## config.mk

```make
export PLATFORM = sky130hd
export DESIGN_NAME = parking_slot_manager
export DESIGN_NICKNAME = d
export VERILOG_FILES = /design/src/rtl/parking_slot_manager.sv
export SDC_FILE = /design/constraint.sdc
export NUM_CORES = 1
export LEC_CHECK = 0
export BUFFER_PORTS_ARGS = -buffer_cell sky130_fd_sc_hd__buf_2
export CORE_MARGIN = 4
export CORE_UTILIZATION = 50
export CTS_CLUSTER_SIZE = 14
export DETAILED_ROUTE_END_ITERATION = 10
export PLACE_DENSITY = 0.76
export SLEW_MARGIN = 20
export SYNTH_ARGS = -nofsm -noshare
export SYNTH_HDL_FRONTEND = slang
export SYNTH_SLANG_ARGS = --single-unit
```

## constraint.sdc

```tcl
create_clock -name clk -period 5.3 [get_ports clk]
set_input_delay 0.265 -clock clk [delete_from_list [all_inputs] [get_ports clk]]
set_output_delay 0.265 -clock clk [all_outputs]
set_load 0.02 [all_outputs]
```

## src/rtl/parking_slot_manager.sv

```systemverilog
// Parking lot slot allocator: grants the lowest free slot on entry, frees a named slot on exit,
// and holds the barrier open for DOOR_HOLD cycles after each accepted event.
module parking_slot_manager #(
  parameter int unsigned NUM_SLOTS = 8,
  parameter int unsigned DOOR_HOLD = 4,
  localparam int unsigned SW = ($clog2(NUM_SLOTS) > 1) ? $clog2(NUM_SLOTS) : 1,
  localparam int unsigned CW = $clog2(NUM_SLOTS + 1)
) (
  input  logic                 clk,
  input  logic                 reset,
  input  logic                 entry_req_i,
  input  logic                 exit_req_i,
  input  logic [SW-1:0]        exit_slot_i,
  output logic                 door_open_o,
  output logic                 full_o,
  output logic [NUM_SLOTS-1:0] occupancy_o,
  output logic [CW-1:0]        free_count_o,
  output logic [SW-1:0]        best_slot_o,
  output logic                 entry_ack_o,
  output logic                 exit_ack_o,
  output logic [SW-1:0]        assigned_slot_o,
  output logic                 entry_reject_o,
  output logic                 exit_err_o
);

  localparam logic [7:0] HoldLoad = 8'(DOOR_HOLD - 1);

  typedef enum logic {StIdle, StDoor} state_e;

  state_e               state_q, state_d;
  logic [7:0]           door_cnt_q, door_cnt_d;
  logic [NUM_SLOTS-1:0] occ_q, occ_d;
  logic [SW-1:0]        assigned_q, assigned_d;
  logic                 entry_ack_q, entry_ack_d;
  logic                 exit_ack_q, exit_ack_d;
  logic                 entry_reject_q, entry_reject_d;
  logic                 exit_err_q, exit_err_d;

  logic [CW-1:0]        free_count;
  logic [SW-1:0]        best_slot;
  logic                 full;
  logic [NUM_SLOTS-1:0] exit_mask;
  logic                 exit_valid;

  // Downward scan so the last assignment lands on the lowest free index.
  always_comb begin
    free_count = '0;
    best_slot  = '0;
    for (int i = NUM_SLOTS - 1; i >= 0; i--) begin
      if (!occ_q[i]) begin
        free_count = free_count + CW'(1);
        best_slot  = SW'(i);
      end
    end
  end

  assign full = (free_count == '0);

  // Out-of-range indices match no bit, so they fall out as invalid exits.
  always_comb begin
    exit_mask = '0;
    for (int i = 0; i < NUM_SLOTS; i++) begin
      if (exit_slot_i == SW'(i)) exit_mask[i] = 1'b1;
    end
  end

  assign exit_valid = |(exit_mask & occ_q);

  always_comb begin
    state_d        = state_q;
    door_cnt_d     = door_cnt_q;
    occ_d          = occ_q;
    assigned_d     = assigned_q;
    entry_ack_d    = 1'b0;
    exit_ack_d     = 1'b0;
    entry_reject_d = 1'b0;
    exit_err_d     = 1'b0;
    unique case (state_q)
      StIdle: begin
        if (exit_req_i) begin
          if (exit_valid) begin
            occ_d      = occ_q & ~exit_mask;
            exit_ack_d = 1'b1;
            state_d    = StDoor;
            door_cnt_d = HoldLoad;
          end else begin
            exit_err_d = 1'b1;
          end
        end else if (entry_req_i) begin
          if (full) begin
            entry_reject_d = 1'b1;
          end else begin
            occ_d[best_slot] = 1'b1;
            assigned_d       = best_slot;
            entry_ack_d      = 1'b1;
            state_d          = StDoor;
            door_cnt_d       = HoldLoad;
          end
        end
      end
      StDoor: begin
        if (door_cnt_q == '0) begin
          state_d = StIdle;
        end else begin
          door_cnt_d = door_cnt_q - 8'd1;
        end
      end
    endcase
  end

  always_ff @(posedge clk or posedge reset) begin
    if (reset) begin
      state_q        <= StIdle;
      door_cnt_q     <= '0;
      occ_q          <= '0;
      assigned_q     <= '0;
      entry_ack_q    <= 1'b0;
      exit_ack_q     <= 1'b0;
      entry_reject_q <= 1'b0;
      exit_err_q     <= 1'b0;
    end else begin
      state_q        <= state_d;
      door_cnt_q     <= door_cnt_d;
      occ_q          <= occ_d;
      assigned_q     <= assigned_d;
      entry_ack_q    <= entry_ack_d;
      exit_ack_q     <= exit_ack_d;
      entry_reject_q <= entry_reject_d;
      exit_err_q     <= exit_err_d;
    end
  end

  assign door_open_o     = (state_q == StDoor);
  assign full_o          = full;
  assign occupancy_o     = occ_q;
  assign free_count_o    = free_count;
  assign best_slot_o     = best_slot;
  assign entry_ack_o     = entry_ack_q;
  assign exit_ack_o      = exit_ack_q;
  assign assigned_slot_o = assigned_q;
  assign entry_reject_o  = entry_reject_q;
  assign exit_err_o      = exit_err_q;

endmodule

```

# == Yosys cells after proc, flatten, opt, wreduce, memory -nomap -nowiden ==
# Cells that the tools add are included.
# op_classes
n_addsub,8
magnitude_cmp,2
n_eq_ne,13
n_mux,53
bitwise,7
reduce_logical,9
# op_table
op,n
$mux 8,9
$add 4x1->4 const B,7
$mux 4,7
$mux 1,26
$mux 3,8
$and 8x8->8,2
$pmux 8 s2,1
$eq 3x3->1 const B,4
$reduce_and 4->1,3
$ne 3x3->1 const B,3
$logic_not 8->1,1
$not 8->8,1
$or 8x8->8,1
$reduce_or 8->1,1
$sub 8x1->8 const B,1
$eq 3x2->1 const B,2
$logic_not 4->1,1
$lt 3x4->1 const B,1
$ne 2x2->1 const B,2
$demux 1 s3,1
$eq 3x1->1 const B,1
$ge 3x1->1 const B,1
$logic_not 3->1,1
$not 1->1,3
4 further kinds,4
# totals
regBits,24
inputBits,7
output_inout_bits,24
word_cells,100

# == Depth between registers and ports, before layout ==
# Gate-level depths: netlist of the first run.
# logic_depth
ltp_word,20
ltp_mapped,22
depth_no_buf,22

# == Worst setup path after synthesis of the first run ==
# OpenSTA, ideal clock, no wires.
# synth_path
kind,reg2reg
start,reg occ_q[6] (netlist: occupancy_o[6])
end,reg assigned_q[0] (netlist: assigned_slot_o[0])
setup_ns,0.128
arrival_ns,5.067
required_time_ns,5.172
setup_slack_ns,0.105
path_stages_with_launch,22
path_buffers,1
synth_period_minus_slack_ns,5.195
cell_sequence,dfrtp_1 > inv_1 > ha_1 > buf_2 > xor2_1 > inv_1 > ha_1 > o21ai_0 > a31o_2 > a221oi_1 > nor2_1 > a21o_1 > ha_1 > mux2_2 > ha_1 > xnor3_1 > xnor2_1 > o21ai_0 > a32o_1 > mux2_4 > nor2_8 > mux2_1
# synth_between
elab_chain_cells,16
elab_cells_between_ends,23
cone_classes,add/sub: 6; mux: 14; bitwise: 1; reduce/logical: 2
# synth_rtl
item,line,rtl
from (decl),32,"logic [NUM_SLOTS-1:0] occ_q, occ_d;"
from (signal assigned),115,occ_q <= '0;
from (signal assigned),124,occ_q <= occ_d;
$mux 4 (*),50,if (!occ_q[i]) begin
$add 4x1->4,51,free_count = free_count + CW'(1);
$mux 4 (*),50,
$add 4x1->4,51,
$mux 4 (*),50,
$add 4x1->4,51,
$mux 4 (*),50,
$add 4x1->4,51,
$mux 4 (*),50,
$add 4x1->4,51,
$mux 4 (*),50,
$add 4x1->4,51,
$mux 4 (*),50,
$logic_not 4->1 (*),57,assign full = (free_count == '0);
via full_o,15,"output logic full_o,"
$not 1->1 (no line) (*),--,
$reduce_and 4->1 (no line) (*),--,
to (signal assigned),125,assigned_q <= assigned_d;
to (decl),33,"logic [SW-1:0] assigned_q, assigned_d;"
# Mark *: on every way through the listed nets, which the timed path passes. The rest lies on a longest branch.
# A chain may end at the register's enable or synchronous reset.

# == Worst setup path in the final report of the first run ==
# layout_path
start,reg occ_q[6] (netlist: occupancy_o[6])
end,out full_o
# layout_between
elab_chain_cells,14
# layout_rtl
item,line
$mux 4 (*),50
$add 4x1->4,51
$mux 4 (*),50
$add 4x1->4,51
$mux 4 (*),50
$add 4x1->4,51
$mux 4 (*),50
$add 4x1->4,51
$mux 4 (*),50
$add 4x1->4,51
$mux 4 (*),50
$add 4x1->4,51
$mux 4 (*),50
$logic_not 4->1 (*),57
to (decl),15
# Mark *: on every way between the ends. The rest lies on a longest branch, timed or not.

==> results of run 1 <==
worst reg2reg max path, cell delays in order (launching register included):
cell	delay, ns
dfrtp_2	0.46
ha_2	0.22
mux2i_4	0.18
mux2i_2	0.31
nand2_1	0.10
ha_1	0.33
xor2_1	0.16
o21a_1	0.19
a221oi_2	0.26
nor2_1	0.08
a21o_1	0.19
ha_1	0.28
mux2_2	0.26
ha_1	0.30
or4_1	0.49
o21ai_2	0.14
and3b_1	0.17
mux2_4	0.20
buf_12	0.12
nor2_8	0.03
buf_4	0.15
a32o_1	0.24
report_power, final:
group	switching [mW]	leakage [nW]	internal [mW]
combinational	0.258	0.834	0.207
clock	0.0571	0.0357	0.101
sequential	0.0665	0.304	0.236
total	0.382	1.17	0.545
routing by layer:
layer / vias up / global-route usage
met2: 60 / 0.2982
met4: 0 / 0.05835
met1: 864 / 0.2670
li1: 918 / -
met5: - / 0
met3: 6 / 0.02462
cell type report:
cell class | instances | area share
sequential | 24 | 0.2352
clock buffer | 3 | 0.01611
timing repair buffer | 45 | 0.1083
inverter | 19 | 0.02782
multi-input combinational | 185 | 0.5764
clock inverter | 1 | 0.01171
tap | 50 | 0.02440
stage by stage:
| stage | area [um^2] | power (mW) | hold slack [ns] |
|---|---|---|---|
| after floorplan | 2155 | 0.6267 | 0.2796 |
| after global placement | 2397 | 0.7287 | 0.4763 |
| after detailed placement | 2397 | 0.7378 | 0.4699 |
| after CTS | 2482 | 0.8996 | 0.2056 |
| after global routing | 2564 | 0.9994 | 0.2558 |
| final | 2564 | 0.9265 | 0.1780 |
state kept, by name, indices dropped and copies added (netlist names):
register,count
entry_ack_o,1
door_open_o,1
assigned_slot_o,3
exit_err_o,1
door_cnt_q,8
entry_reject_o,1
occupancy_o,8
exit_ack_o,1
final timing paths:
kind / endpoint / cells after the start
hold / removal: door_cnt_q[4]$_DFFE_PP0P_ / 2
min in group clk: exit_err_o$_DFF_PP0_ / 2
setup / recovery: full_o / 18
max in group asynchronous: occupancy_o[6]$_DFFE_PP0P_ / 2
setup reg to reg: occupancy_o[3]$_DFFE_PP0P_ / 21
hold reg to reg: assigned_slot_o[0]$_DFFE_PP0P_ / 1
layout by cell type, fill, tap and decap left out, types with 4 or more instances in the layout:
master    synthesis  final
nor2_1           25     25
and2_1            4      4
xor2_1            5      5
buf_4             0     15
nand2_1          19     19
ha_1             11      9
nor2b_1           4      4
nand3_1           7      7
buf_2             3     29
xnor2_1          16     16
nand2b_1          8      8
nor3_1            8      8
o21ai_0           7      6
mux2_2            4      4
a32o_1            5      5
inv_1            18     16
dfrtp_1          24     22
repair_timing:
action	in CTS	in global routing
pin swaps	0	3
endpoints found under the setup margin	1	21
setup buffers	0	3
gates resized for setup	4	12
cells in the mapped netlist, types with 3 or more instances:
master / count
a221oi_1: 4
a31oi_1: 3
a32o_1: 5
and2_1: 4
buf_2: 3
clkbuf_1: 7
dfrtp_1: 24
ha_1: 11
inv_1: 18
mux2_2: 4
mux2i_1: 3
nand2_1: 19
nand2b_1: 8
nand3_1: 7
nand3b_1: 3
nor2_1: 25
nor2b_1: 4
nor3_1: 8
o21ai_0: 7
o31ai_1: 3
xnor2_1: 16
xor2_1: 5
cells by family (layout without fill, tap and decap cells):
| group | after synthesis | count (layout) | share of synthesized area |
|---|---|---|---|
| XOR/XNOR | 26 | 26 | 0.1434 |
| AO/OA/AOI/OAI | 46 | 46 | 0.1765 |
| flip-flops | 24 | 24 | 0.2787 |
| AND/OR/NAND/NOR | 92 | 92 | 0.2242 |
| buffers and inverters | 32 | 68 | 0.06097 |
| adder cells (fa/ha/maj) | 11 | 11 | 0.06388 |
| multiplexers | 10 | 10 | 0.05226 |
==> flow_metrics.py, run 1 <==
metrics = {
    "floorplan": {
        "die_h_um": 73.65,
        "start_util": 0.5273,
        "io_pins": 31,
        "fp.dieW_um": 73.65,
        "fp-row-count": 23,
        "coreArea_mm2": 0.004086,
        "dieArea_mm2": 0.005424,
    },
    "synthesis": {
        "synth-edff-count": 0,
        "post-synth-top-area-cell": "dfrtp_1",
        "synth_flop_cell": "dfrtp_1",
        "netlist_area_mm2": 0.002155,
        "postSynthAreaPerCell_um2": 8.940,
        "yosys.cell_types.count": 60,
        "synthArstFlopShare": 1.000,
        "synth_top_area_frac": 0.2787,
        "synth-seq-area-share": 0.2787,
        "syn_nets": 259,
        "ys_top_cells_by_area": "dfrtp_1 28%, xnor2_1 6.5%, ha_1 6.4%, nor2_1 4.4%, nand2_1 3.3%",
        "syn-instance-count": 241,
        "ys_ff_latch": 24,
        "yosys_warnings": 0,
    },
    "detailed_routing": {
        "via_count": 1848,
        "route.detailed.drc": 0,
        "wl_met2_um": 2272,
        "wl_met3_um": 266,
        "wl_met1_um": 2189,
        "ant_nets": 0,
        "initialDrtViolationCount": 134,
        "avgViaCountPerCell": 5.651,
        "totalWireLength_um": 4782,
        "routedWlPerCell_um": 14.62,
        "routed.top_layer": "met4",
        "firstDrtPassIters": 4,
    },
    "placement": {
        "gp_congestion": 0.8563,
        "port_buffers": 30,
        "dpl.cell_count": 320,
        "hpwl_um": 3536,
        "post-place-ws_ns": 0.1058,
    },
    "setup_path": {
        "cp_common_cell": "ha_1",
        "cpMaxStageDelayCell": "or4_1",
        "critPathTopFamily": "adder cells",
        "critPathCaptureType": "primary output",
        "worstPathRequired_ns": 5.04,
        "critical_path.max_stage_delay_ns": 0.49,
        "worstSetupPathType": "reg2out",
        "startpoint_type": "flip-flop",
        "crit_start": "occupancy_o[6]$_DFFE_PP0P_",
        "cp_max_fo": 6,
        "critPathArrivalTime_ns": 4.75,
        "cp_cell_sequence": "ha_2 > mux2i_4 > mux2i_2 > nand2_1 > ha_1 > xor2_1 > o21a_1 > a221oi_2 > nor2_1 > a21o_1 > ha_1 > mux2_2 > ha_1 > or4_1 > o21ai_2 > and3b_1 > mux2_4 > buf_4",
        "r2r_start": "occupancy_o[6]$_DFFE_PP0P_",
        "cp_num_buf_inv": 1,
        "rrSetupSlack_ns": 0.31,
    },
    "sta": {
        "fin_ws_ns": 0.2883,
        "min_period_over_period": 0.9456,
        "worst_pin_slew_ns": 0.8887,
        "finClkSkew_ns": 0.006835,
        "max_slew_margin": 0.4069,
        "setup_tns_ns": 0,
        "hold_viol_final": 0,
        "setup_viol": 0,
        "period_needed_ns": 5.012,
        "clock.fmax_mhz": 199.5,
        "slew_violations": 0,
    },
    "cts": {
        "clk_latency_ns": 0.26,
        "cts.reportedPaths.clkPinSlew_ns": 0.09,
        "hold_buffers": 0,
        "root_buffer": "clkbuf_8",
        "cts.sinks": 24,
        "cts_buffers": 3,
        "h-tree-depth": 1,
        "cts_tree": "yes",
        "clock_path_buffers": 2,
    },
    "global_route": {
        "grt.overflow.total": 0,
        "track_usage": 0.1884,
        "grt_antenna_before_repair": 0,
        "grt_pass1_wl_um": 8286,
        "grt_max_degree": 25,
        "grt_pass1_vias": 1798,
    },
    "final_layout": {
        "regArea_um2": 603.1,
        "area_growth_pct": 18.99,
        "stdcell_count": 327,
        "postLayoutCoreUtil": 0.6274,
        "multi_input_area_mm2": 0.001478,
        "n_fill_cell": 348,
        "layout-drive-gt1-share": 0.2852,
        "antenna_cells": 0,
        "fin_nets": 296,
    },
    "worst_hold_path": {
        "hp-class": "in2async",
    },
    "power_and_ir_drop": {
        "p_leak_nw": 1.174,
        "ir_worst_vdd_mv": 0.3090,
        "power.density_mw_per_mm2": 361.4,
    },
    "job": {
        "max_cap_viol_count": 0,
    },
    "status": {
        "status": "complete, no violations",
    },
}
(Power assumes the default switching activity.)
==> run 2, diff against run 1 <==
--- a/config.mk
+++ b/config.mk
@@ -6,6 +6,7 @@
 export NUM_CORES = 1
 export LEC_CHECK = 0
 export BUFFER_PORTS_ARGS = -buffer_cell sky130_fd_sc_hd__buf_2
+export CORE_ASPECT_RATIO = 1.4
 export CORE_MARGIN = 4
 export CORE_UTILIZATION = 50
 export CTS_CLUSTER_SIZE = 14
==> constraint.sdc (replaced) <==
create_clock -name clk -period 4.1 [get_ports clk]
set_input_delay 0.205 -clock clk [delete_from_list [all_inputs] [get_ports clk]]
set_output_delay 0.205 -clock clk [all_outputs]
set_load 0.02 [all_outputs]
==> run 2 against run 1 <==
Compared with the run above:
- the flow now finishes with violations (setup timing)
- via count rose by 8.5%
- combinational power up 61%
- final cell count grew 8.0%
- clock power fell by 12%
- clock skew rose by 0.0028 ns
- first-iteration DRC count is 34% lower
- total power rose by 39%
- sequential share of layout area shrank 3.2 points
- die area up 0.27%
==> flow_metrics.py, run 2 (synthesis results as in run 1) <==
metrics = {
    "floorplan": {
        "dieArea_mm2": 0.005438,
        "coreArea_mm2": 0.004204,
        "start_util": 0.5125,
        "io_pins": 31,
        "fp.dieW_um": 63.48,
        "die_h_um": 85.67,
        "fp-row-count": 28,
    },
    "final_layout": {
        "n_fill_cell": 322,
        "layout-drive-gt1-share": 0.4383,
        "final_common_cell": "buf_4",
        "regArea_um2": 604.3,
        "antenna_cells": 0,
        "final_cell_area_mm2": 0.002968,
        "mostFrequentLayoutCells": "43 x buf_4, 27 x buf_2, 22 x nor2_1",
        "multi_input_area_mm2": 0.001659,
        "fin_nets": 327,
        "area_growth_pct": 37.75,
    },
    "sta": {
        "setup_viol": 25,
        "setup_tns_ns": -12.20,
        "fin_hold_ws_ns": 0.1298,
        "fin_ws_ns": -0.6356,
        "min_period_over_period": 1.155,
        "worst_pin_slew_ns": 0.9172,
        "period_needed_ns": 4.736,
        "grt_setup_unrepaired": "yes",
        "finClkSkew_ns": 0.009598,
        "max_slew_margin": 0.3879,
        "slew_violations": 0,
        "hold_viol_final": 0,
        "clock.fmax_mhz": 211.2,
    },
    "global_route": {
        "grt_pass1_vias": 2072,
        "use_met3": 0.01704,
        "track_usage": 0.2081,
        "grt_antenna_before_repair": 0,
        "grt_util_met2": 0.3945,
        "grt_pass1_wl_um": 9335,
        "grt_use_met1": 0.2450,
        "grt.overflow.total": 0,
        "busiest_layer": "met2",
        "grt_max_degree": 25,
    },
    "setup_path": {
        "critPathArrivalTime_ns": 4.89,
        "cp_common_cell": "ha_4",
        "cpMaxStageDelayCell": "dfrtp_2",
        "cp_num_buf_inv": 2,
        "worstSetupPathType": "reg2reg",
        "critPathTopFamily": "multiplexers",
        "critical_path.max_stage_delay_ns": 0.46,
        "critPathCaptureType": "flip-flop",
        "worstPathRequired_ns": 4.25,
        "cp_max_fo": 7,
        "cp_cell_sequence": "inv_4 > ha_4 > nor2b_4 > mux2i_2 > nand2_2 > ha_4 > xor2_2 > o21a_1 > a221oi_2 > nor2_1 > a21o_1 > ha_4 > mux2_4 > ha_4 > xnor3_1 > xnor2_2 > o21ai_2 > a32o_1 > mux2_4 > buf_8 > nor2_8 > mux2_4",
        "startpoint_type": "flip-flop",
    },
    "placement": {
        "port_buffers": 30,
        "dpl-instance-area_mm2": 0.002669,
        "post-place-ws_ns": -0.4881,
        "hpwl_um": 4093,
        "gp_congestion": 0.8632,
    },
    "cts": {
        "clk_latency_ns": 0.26,
        "clock_path_buffers": 2,
        "root_buffer": "clkbuf_8",
        "cts.sinks": 24,
        "cts_buffers": 3,
        "cts.reportedPaths.clkPinSlew_ns": 0.08,
        "cts_tree": "yes",
        "h-tree-depth": 1,
        "hold_buffers": 0,
    },
    "detailed_routing": {
        "route.detailed.drc": 0,
        "ant_nets": 0,
        "routedWlPerCell_um": 16.32,
        "via_count": 2006,
        "totalWireLength_um": 5760,
        "initialDrtViolationCount": 89,
        "avgViaCountPerCell": 5.683,
        "firstDrtPassIters": 4,
    },
    "worst_hold_path": {
        "hp-class": "in2async",
    },
    "job": {
        "max_cap_viol_count": 0,
    },
    "status": {
        "violations": "setup timing",
        "status": "finished with violations",
    },
    "power_and_ir_drop": {
        "ir_worst_vdd_mv": 0.3932,
        "p_total_mw": 1.292,
        "p_leak_nw": 1.378,
        "power.density_mw_per_mm2": 435.4,
    },
}
-- run 2: worst paths after layout --
| check | from | to | slack (ns) | cells after the start |
|---|---|---|---|---|
| min in group clk | exit_req_i | exit_err_o$_DFF_PP0_ | 0.22 | 2 |
| min reg2reg | assigned_slot_o[2]$_DFFE_PP0P_ | assigned_slot_o[2]$_DFFE_PP0P_ | 0.53 | 2 |
| max | occupancy_o[7]$_DFFE_PP0P_ | assigned_slot_o[0]$_DFFE_PP0P_ | -0.64 | 22 |
| max in group asynchronous | reset | occupancy_o[7]$_DFFE_PP0P_ | 3.35 | 2 |
| max reg2reg | occupancy_o[7]$_DFFE_PP0P_ | assigned_slot_o[0]$_DFFE_PP0P_ | -0.64 | 22 |
| min | reset | assigned_slot_o[2]$_DFFE_PP0P_ | 0.13 | 2 |
-- run 2: cell type report --
cell class / instances / share of cell area
Timing Repair Buffer: 76 / 0.1783
Tap cell: 45 / 0.01897
Sequential cell: 24 / 0.2036
Clock buffer: 4 / 0.01518
Inverter: 19 / 0.02487
Multi-Input combinational cell: 185 / 0.5590
-- run 2: what timing repair did --
item | in CTS | in global routing
resized for setup | 7 | 33
setup endpoints to repair | 25 | 26
pin swaps | 10 | 21
setup buffers | 4 | 5
-- run 2: metrics by stage --
step | cells | util
after floorplan | 241 | -
after global placement | 340 | 0.6348
after detailed placement | 340 | 0.6348
after CTS | 348 | 0.6604
after global routing | 353 | 0.7060
final | 353 | 0.7060
-- run 2: layer usage --
metal | up-vias | part of all wire | wire, um
met5 | - | 0 | 0
met4 | 0 | 0.014 | 83
met3 | 10 | 0.033 | 190
met2 | 42 | 0.55 | 3185
met1 | 972 | 0.40 | 2300
li1 | 982 | - | -
-- run 2: where the power goes --
| group | leakage [nW] | internal [mW] | switching, mW |
|---|---|---|---|
| logic | 1.05 | 0.369 | 0.381 |
| registers | 0.303 | 0.306 | 0.0972 |
| clock network | 0.0228 | 0.0692 | 0.0699 |
-- run 2: worst reg2reg max path, stage by stage (launching register included) --
cell and delay [ns]:
dfrtp_2 0.46, inv_4 0.09, ha_4 0.23, nor2b_4 0.14, mux2i_2 0.19, nand2_2 0.09, ha_4 0.23, xor2_2 0.15
o21a_1 0.20, a221oi_2 0.26, nor2_1 0.09, a21o_1 0.22, ha_4 0.21, mux2_4 0.28, ha_4 0.16, xnor3_1 0.23
xnor2_2 0.21, o21ai_2 0.08, a32o_1 0.20, mux2_4 0.28, buf_8 0.15, nor2_8 0.16, mux2_4 0.32
